`src/rtl/prdct_tile_addr_gen.sv`:
```
// Product-tile ROM address generator with sideband aligned to ImageROM q.
// Also owns the frame-synchronous "selected product" highlight border.
module prdct_tile_addr_gen #(
    parameter int PRDCT_PIC_WIDTH    = 100,
    parameter int PRDCT_PIC_HEIGHT   = 100,
    parameter int NUM_OF_PRDCT       = 12,
    parameter int TILE_X0            = 100,
    parameter int TILE_Y0            = 75,
    parameter int PITCH_X            = 150,
    parameter int PITCH_Y            = 175,
    parameter int BORDER             = 4,
    parameter int VISIBLE_V          = 600,
    parameter int ROM_LATENCY        = 2,
    parameter int CNTR_WIDTH_H       = 10,
    parameter int CNTR_WIDTH_V       = 10,
    parameter int ROM_ADDR_BUS_WIDTH = 17
) (
    input  logic                          VGA_CLK,
    input  logic                          RST_N,
    input  logic [CNTR_WIDTH_H-1:0]       CounterX,
    input  logic [CNTR_WIDTH_V-1:0]       CounterY,
    input  logic                          inDisplayArea,
    input  logic                          HS_IN,
    input  logic                          VS_IN,
    input  logic [3:0]                    SEL_PRDCT,
    input  logic                          SEL_VALID,
    output logic [ROM_ADDR_BUS_WIDTH-1:0] ROM_ADDR,
    output logic                          PIX_VALID,
    output logic                          IN_TILE,
    output logic                          HILITE,
    output logic [3:0]                    TILE_IDX,
    output logic                          HS_OUT,
    output logic                          VS_OUT
);

    localparam int RXW      = $clog2(PRDCT_PIC_WIDTH);
    localparam int RYW      = $clog2(PRDCT_PIC_HEIGHT);
    localparam int TILE_PIX = PRDCT_PIC_WIDTH * PRDCT_PIC_HEIGHT;

    typedef logic [CNTR_WIDTH_H-1:0]       xc_t;
    typedef logic [CNTR_WIDTH_V-1:0]       yc_t;
    typedef logic [ROM_ADDR_BUS_WIDTH-1:0] addr_t;

    typedef struct packed {
        logic       valid;
        logic       in_tile;
        logic       hilite;
        logic [3:0] idx;
        logic       hs;
        logic       vs;
    } side_t;

    localparam side_t SIDE_RST = '{
        valid: 1'b0, in_tile: 1'b0, hilite: 1'b0,
        idx: 4'd0, hs: 1'b1, vs: 1'b1
    };

    function automatic xc_t col_x(input logic [1:0] c);
        unique case (c)
            2'd0: col_x = xc_t'(TILE_X0);
            2'd1: col_x = xc_t'(TILE_X0 + PITCH_X);
            2'd2: col_x = xc_t'(TILE_X0 + 2 * PITCH_X);
            2'd3: col_x = xc_t'(TILE_X0 + 3 * PITCH_X);
        endcase
    endfunction

    function automatic yc_t row_y(input logic [1:0] r);
        case (r)
            2'd0:    row_y = yc_t'(TILE_Y0);
            2'd1:    row_y = yc_t'(TILE_Y0 + PITCH_Y);
            2'd2:    row_y = yc_t'(TILE_Y0 + 2 * PITCH_Y);
            default: row_y = '0;
        endcase
    endfunction

    function automatic addr_t row_base(input logic [1:0] r);
        case (r)
            2'd1:    row_base = addr_t'(4 * TILE_PIX);
            2'd2:    row_base = addr_t'(8 * TILE_PIX);
            default: row_base = '0;
        endcase
    endfunction

    function automatic addr_t col_base(input logic [1:0] c);
        unique case (c)
            2'd0: col_base = '0;
            2'd1: col_base = addr_t'(TILE_PIX);
            2'd2: col_base = addr_t'(2 * TILE_PIX);
            2'd3: col_base = addr_t'(3 * TILE_PIX);
        endcase
    endfunction

    // Line offset as a sum of shifted copies: one adder per set bit of the width.
    function automatic addr_t mul_w(input logic [RYW-1:0] v);
        mul_w = '0;
        for (int b = 0; b < 32; b++) begin
            if (PRDCT_PIC_WIDTH[b]) mul_w = mul_w + (addr_t'(v) << b);
        end
    endfunction

    logic           col_hit, row_hit, tile_hit;
    logic [1:0]     col, row;
    logic [RXW-1:0] rx;
    logic [RYW-1:0] ry;
    addr_t          addr_nxt;

    always_comb begin
        col_hit = 1'b0;
        col     = '0;
        rx      = '0;
        for (int c = 0; c < 4; c++) begin
            if (CounterX >= col_x(2'(c)) &&
                CounterX <  col_x(2'(c)) + xc_t'(PRDCT_PIC_WIDTH)) begin
                col_hit = 1'b1;
                col     = 2'(c);
                rx      = RXW'(CounterX - col_x(2'(c)));
            end
        end
    end

    always_comb begin
        row_hit = 1'b0;
        row     = '0;
        ry      = '0;
        for (int r = 0; r < 3; r++) begin
            if (CounterY >= row_y(2'(r)) &&
                CounterY <  row_y(2'(r)) + yc_t'(PRDCT_PIC_HEIGHT)) begin
                row_hit = 1'b1;
                row     = 2'(r);
                ry      = RYW'(CounterY - row_y(2'(r)));
            end
        end
    end

    assign tile_hit = col_hit & row_hit;
    assign addr_nxt = row_base(row) + col_base(col) + mul_w(ry) + addr_t'(rx);

    logic [3:0] sel_pending, sel_active;
    logic       sel_on, frame_edge;
    xc_t        hx;
    yc_t        hy;
    logic       x_out, y_out, x_in, y_in, hilite_nxt;

    assign sel_on = sel_active < 4'(NUM_OF_PRDCT);
    assign hx     = col_x(sel_active[1:0]);
    assign hy     = row_y(sel_active[3:2]);

    assign x_out = CounterX >= hx - xc_t'(BORDER) &&
                   CounterX <  hx + xc_t'(PRDCT_PIC_WIDTH + BORDER);
    assign y_out = CounterY >= hy - yc_t'(BORDER) &&
                   CounterY <  hy + yc_t'(PRDCT_PIC_HEIGHT + BORDER);
    assign x_in  = CounterX >= hx && CounterX < hx + xc_t'(PRDCT_PIC_WIDTH);
    assign y_in  = CounterY >= hy && CounterY < hy + yc_t'(PRDCT_PIC_HEIGHT);

    assign hilite_nxt = sel_on & x_out & y_out & ~(x_in & y_in) & inDisplayArea;

    assign frame_edge = (CounterX == '0) && (CounterY == yc_t'(VISIBLE_V));

    addr_t addr_q;
    side_t s1;
    side_t sr [ROM_LATENCY];

    always_ff @(posedge VGA_CLK or negedge RST_N) begin
        if (!RST_N) begin
            addr_q      <= '0;
            s1          <= SIDE_RST;
            sel_pending <= 4'hF;
            sel_active  <= 4'hF;
        end else begin
            if (tile_hit) addr_q <= addr_nxt;
            s1.valid   <= inDisplayArea;
            s1.in_tile <= tile_hit & inDisplayArea;
            s1.hilite  <= hilite_nxt;
            s1.idx     <= (tile_hit & inDisplayArea) ? {row, col} : 4'd0;
            s1.hs      <= HS_IN;
            s1.vs      <= VS_IN;
            if (SEL_VALID) sel_pending <= SEL_PRDCT;
            // Old pending value is taken, so a coincident strobe waits a frame.
            if (frame_edge) sel_active <= sel_pending;
        end
    end

    always_ff @(posedge VGA_CLK or negedge RST_N) begin
        if (!RST_N) begin
            for (int i = 0; i < ROM_LATENCY; i++) sr[i] <= SIDE_RST;
        end else begin
            sr[0] <= s1;
            for (int i = 1; i < ROM_LATENCY; i++) sr[i] <= sr[i-1];
        end
    end

    assign ROM_ADDR  = addr_q;
    assign PIX_VALID = sr[ROM_LATENCY-1].valid;
    assign IN_TILE   = sr[ROM_LATENCY-1].in_tile;
    assign HILITE    = sr[ROM_LATENCY-1].hilite;
    assign TILE_IDX  = sr[ROM_LATENCY-1].idx;
    assign HS_OUT    = sr[ROM_LATENCY-1].hs;
    assign VS_OUT    = sr[ROM_LATENCY-1].vs;

endmodule

```
`config.mk`:
```
export PLATFORM = sky130hd
export DESIGN_NAME = prdct_tile_addr_gen
export DESIGN_NICKNAME = d
export VERILOG_FILES = /design/src/rtl/prdct_tile_addr_gen.sv
export SDC_FILE = /design/constraint.sdc
export NUM_CORES = 1
export LEC_CHECK = 0
export CORE_UTILIZATION = 45
export DETAILED_ROUTE_END_ITERATION = 10
export HOLD_SLACK_MARGIN = 0.1
export PLACE_DENSITY = 0.69
export SYNTH_ARGS = -nofsm -noshare
export SYNTH_HDL_FRONTEND = slang
export SYNTH_SLANG_ARGS = --single-unit
```
`constraint.sdc`:
```
create_clock -name VGA_CLK -period 3.1 [get_ports VGA_CLK]
set_input_delay 0.62 -clock VGA_CLK [delete_from_list [all_inputs] [get_ports VGA_CLK]]
set_output_delay 0.62 -clock VGA_CLK [all_outputs]
set_load 0.01 [all_outputs]
```
==> run summary <==
The flow ran to the end, but the final reports show violations. The checks that failed: negative setup slack. The share of the yosys chip area belonging to registers came out at 0.236. For this run, the slowest stage of the critical path takes 0.59 ns. The async set-or-reset flop fraction in the synthesized netlist came out at 1.00. For the boundary pin count, the log shows 56.

Count of flip-flops with a built-in enable after synthesis: 0. The run gives 0.00213 ns as the clock tree skew after final layout. Counting flops and latches in the post-synthesis netlist gives 52. The maximum buffer depth of the clock tree is 2, and the synthesis-to-finish area growth is 45.5%. Entering global routing, the biggest net connects 31 pins.

The signal on the critical path passes through buf_8 > clkinvlp_4 > buf_6 > ha_4 > or4b_4 > a21oi_4 > o31a_4 > inv_6 > a22oi_2 > nor2_4 > or3b_4 > xnor2_4 > ha_4 > o21bai_4 > fa_2 > fa_2 > ha_4 > a211oi_4 > o21ai_1 > nand2b_1 > nand2_2 > a221oi_2 > xnor2_1 > mux2_4. Smallest setup slack after layout: -2.09 ns. The static leakage power was 3.97 nW; the initial antenna violation count was 0. For this run the aggregate overflow at the end of global routing stands at 0. The number of buffers inserted for hold repair after clock tree synthesis came out at 0.

The kind of start point of the critical path was a primary input. The width of the die came out at 113 um. On the critical path the largest part of the delay comes from adder cells. The relative slew slack is 0.670, and the required arrival time at the worst endpoint is 3.28 ns.

The net count after synthesis was 759. The placed instances occupy a cell area of 0.00743 mm2. The number of pins with negative max-slew slack in the final report is 0. The most used flip-flop cell after synthesis is sky130_fd_sc_hd__dfrtp_1.

Start-to-end type of the worst setup path: in2reg. The core occupancy in the finished layout was 0.675; the number of failing setup endpoints in the final timing report was 13. The routed length per placed instance works out to 16.1 um. Data on the critical path arrives at its endpoint at 5.38 ns. The share of the cycle needed by the critical path after routing works out to 1.68. The most common cell after layout, fill and taps aside is sky130_fd_sc_hd__buf_4.

The run gives 0.951 as the final RePlAce weighted congestion. The final standard cell area without fillers was 0.00814 mm2; the critical path buffer and inverter count was 4. The path class of the tightest hold or removal check is in2async. The internal power consumption came out at 0.00207 W. The detailed router finished its first iteration with 223 violations. For the post-synthesis cell area, the log shows 0.00559 mm2. The top cell types in the final layout, fill and taps aside, are sky130_fd_sc_hd__buf_4, sky130_fd_sc_hd__ha_1, sky130_fd_sc_hd__inv_1.

The fraction of power consumed by combinational cells was 0.544. First-pass GRT wire length: 25100 um. The tools report the clock network fraction of total power as 0.186. The slowest stage of the critical path is the sky130_fd_sc_hd__fa_2 cell. The vertical die dimension was 113 um. After synthesis, the mean cell area works out to 9.36 um2. For this run, the number of Yosys warnings is 0. The endpoint type of the worst setup path was a register. Number of buffers created by CTS: 5. The logs give 0.00109 W for the switching component of the power and 0.30 ns for the insertion delay of the later-clocked pin in the worst-skew pair. The pre-antenna-repair detailed-routing pass consisted of 4 iterations. The total power density per cell area was 388 mW/mm2; the number of violations of the max-capacitance limit was 0. In the synthesized netlist, the number of instances is 597.

The clock tree synthesis step divided the H-tree into 2 levels. The die covers 0.0129 mm2. Part of the total power dissipated in sequential elements: 0.270. For this block, the routed nets add up to 15600 um of wire. Fraction of layout cells with a size suffix above 1: 0.361.

The logs give 962 for the number of nets in the final layout and 0.193 GHz for the fmax. The global router's overall resource usage is 0.244, and the number of hold-slack violations in the final timing report is 0. For the initial cell density of the core, the log shows 0.463. Detailed routing inserted a total of 5152 vias. The proportion of total power due to net switching came out at 0.344.

The time the final worst path needs with I/O delays and setup is 5.19 ns. Distinct cell type count of the synthesized netlist: 77. Clock tree synthesis selected as its root buffer the cell sky130_fd_sc_hd__clkbuf_16.

Setup repair after global routing could not meet its margin everywhere. The number of antenna diodes in the final layout is 0. Detailed placement ended at an HPWL of 12000 um.

For the count of nets left with antenna violations after detail routing, the log shows 0. The placeable core region was 0.0121 mm2. The tools report the clock sink count as 52.

TritonCTS built the clock tree. During placement, the flow inserted port buffers numbering 55. Hold timing on the final database bottoms out at a slack of 0.279 ns. After detailed routing, the number of vias per cell comes to 5.32. Clock-pin slew was measured on the worst setup and hold paths at 0.08 ns.

The post-route DRC violation count was 0; the measured slew at the worst slew-check pin was 0.490 ns. For the row count, the log shows 40. Across the VDD grid, the largest voltage drop is 0.000301 V. In this design, the critical path's most frequently occurring cell is sky130_fd_sc_hd__ha_4. In this run the worst path has a maximum fanout of 4. The number of global-route vias before repair is 5191.
-- stage by stage --
stage	cells	TNS, ns	setup WS (ns)	power [W]
final	969	-22.02	-2.09	0.00316
after global routing	969	-24.05	-2.27	0.00338
after CTS	959	-22.43	-2.13	0.00307
after detailed placement	942	-35.83	-2.94	0.00234
after global placement	942	-34.09	-2.84	0.00230
after floorplan	597	-23.40	-2.20	0.00163
-- power by group through the flow --
stage	Sequential, W	Combinational [W]	Clock, W
after floorplan	0.000907	0.000724	0
after global placement	0.000856	0.00145	0
after detailed placement	0.000864	0.00148	0
after CTS	0.000855	0.00161	0.000606
after global routing	0.000867	0.00188	0.000633
final	0.000854	0.00172	0.000588
-- worst reg2reg max path, stage by stage, from the launching register on --
cell	delay, ns
sky130_fd_sc_hd__dfstp_2	0.59
sky130_fd_sc_hd__inv_1	0.17
sky130_fd_sc_hd__ha_1	0.28
sky130_fd_sc_hd__o21ai_1	0.21
sky130_fd_sc_hd__ha_1	0.28
sky130_fd_sc_hd__nor2b_1	0.15
sky130_fd_sc_hd__nor2_1	0.10
sky130_fd_sc_hd__o31ai_1	0.07
sky130_fd_sc_hd__a21oi_1	0.19
sky130_fd_sc_hd__o21ai_0	0.14
sky130_fd_sc_hd__a211o_1	0.31
sky130_fd_sc_hd__o311a_1	0.29
-- flip-flops by register name, indices dropped and copies added (netlist names) --
name	count
s1	9
VS_OUT	1
sr	9
TILE_IDX	4
sel_active	4
ROM_ADDR	17
HS_OUT	1
sel_pending	4
IN_TILE	1
PIX_VALID	1
HILITE	1
-- layout make-up --
class / count / area [um2]
clock buffer: 5 / 125
inverter: 52 / 220
tap: 168 / 210
multi-input combinational: 473 / 4430
sequential: 52 / 1320
fill: 894 / 3930
timing repair buffer: 216 / 1800
clock inverter: 3 / 26.3
-- cell families (layout without fill, tap and decap cells) --
logic type                 count (synthesis)  after routing  synth area share
AOI/OAI and AO/OA                        153            153             0.184
DFF                                       52             52             0.236
xor gates and xnor gates                  21             21            0.0329
buffers and inverters                     72            276            0.0551
muxes                                     23             23            0.0459
adders and majority gates                132            132             0.314
and+or+nand+nor                          144            144             0.132
-- final timing paths --
check	start	slack [ns]	cells past startpoint	endpoint
worst max-delay path	CounterY[1]	-2.09	24	ROM_ADDR[16]
min in group VGA_CLK	s1[2]	0.35	0	sr[11]
max in group asynchronous	RST_N	2.00	2	sel_active[2]
worst min register to register	s1[2]	0.35	0	sr[11]
worst min-delay path	RST_N	0.28	1	ROM_ADDR[11]
worst max register to register	sel_active[2]	0.22	11	s1[6]
-- synth_stat cells (5+ instances only) --
| cell type | count | area [um2] |
|---|---|---|
| sky130_fd_sc_hd__buf_4 | 5 | 37.5 |
| sky130_fd_sc_hd__o21a_1 | 5 | 37.5 |
| sky130_fd_sc_hd__dfstp_2 | 14 | 368 |
| sky130_fd_sc_hd__nor3_1 | 12 | 60.1 |
| sky130_fd_sc_hd__nand3_1 | 6 | 30.0 |
| sky130_fd_sc_hd__o21ai_0 | 34 | 170 |
| sky130_fd_sc_hd__nor2_1 | 37 | 139 |
| sky130_fd_sc_hd__nor4b_1 | 5 | 43.8 |
| sky130_fd_sc_hd__dfrtp_1 | 38 | 951 |
| sky130_fd_sc_hd__xor2_1 | 7 | 61.3 |
| sky130_fd_sc_hd__nor2b_1 | 6 | 37.5 |
| sky130_fd_sc_hd__inv_1 | 49 | 184 |
| sky130_fd_sc_hd__a21o_1 | 16 | 120 |
| sky130_fd_sc_hd__fa_1 | 14 | 280 |
| sky130_fd_sc_hd__mux2_1 | 16 | 180 |
| sky130_fd_sc_hd__a21oi_1 | 36 | 180 |
| sky130_fd_sc_hd__xnor2_1 | 14 | 123 |
| sky130_fd_sc_hd__clkbuf_1 | 6 | 22.5 |
| sky130_fd_sc_hd__buf_2 | 7 | 35.0 |
| sky130_fd_sc_hd__ha_1 | 118 | 1480 |
| sky130_fd_sc_hd__nand2b_1 | 7 | 43.8 |
| sky130_fd_sc_hd__nand2_1 | 43 | 161 |
| sky130_fd_sc_hd__mux2_2 | 5 | 56.3 |
| sky130_fd_sc_hd__o22ai_1 | 6 | 37.5 |
-- per-layer routing --
layer  vias to the layer above  track usage  wire length (um)
li1                       2540            -                 -
met1                      2486        0.324              7020
met2                       100        0.425              7820
met3                        26       0.0202               427
met4                         0       0.0649               310
met5                         -            0                 0
-- timing repair --
item	CTS	global route
buffers inserted	9	10
pin swaps	52	39
endpoints found under the setup margin	17	15
resized for setup	110	34
Power figures use the tool's default switching activity.
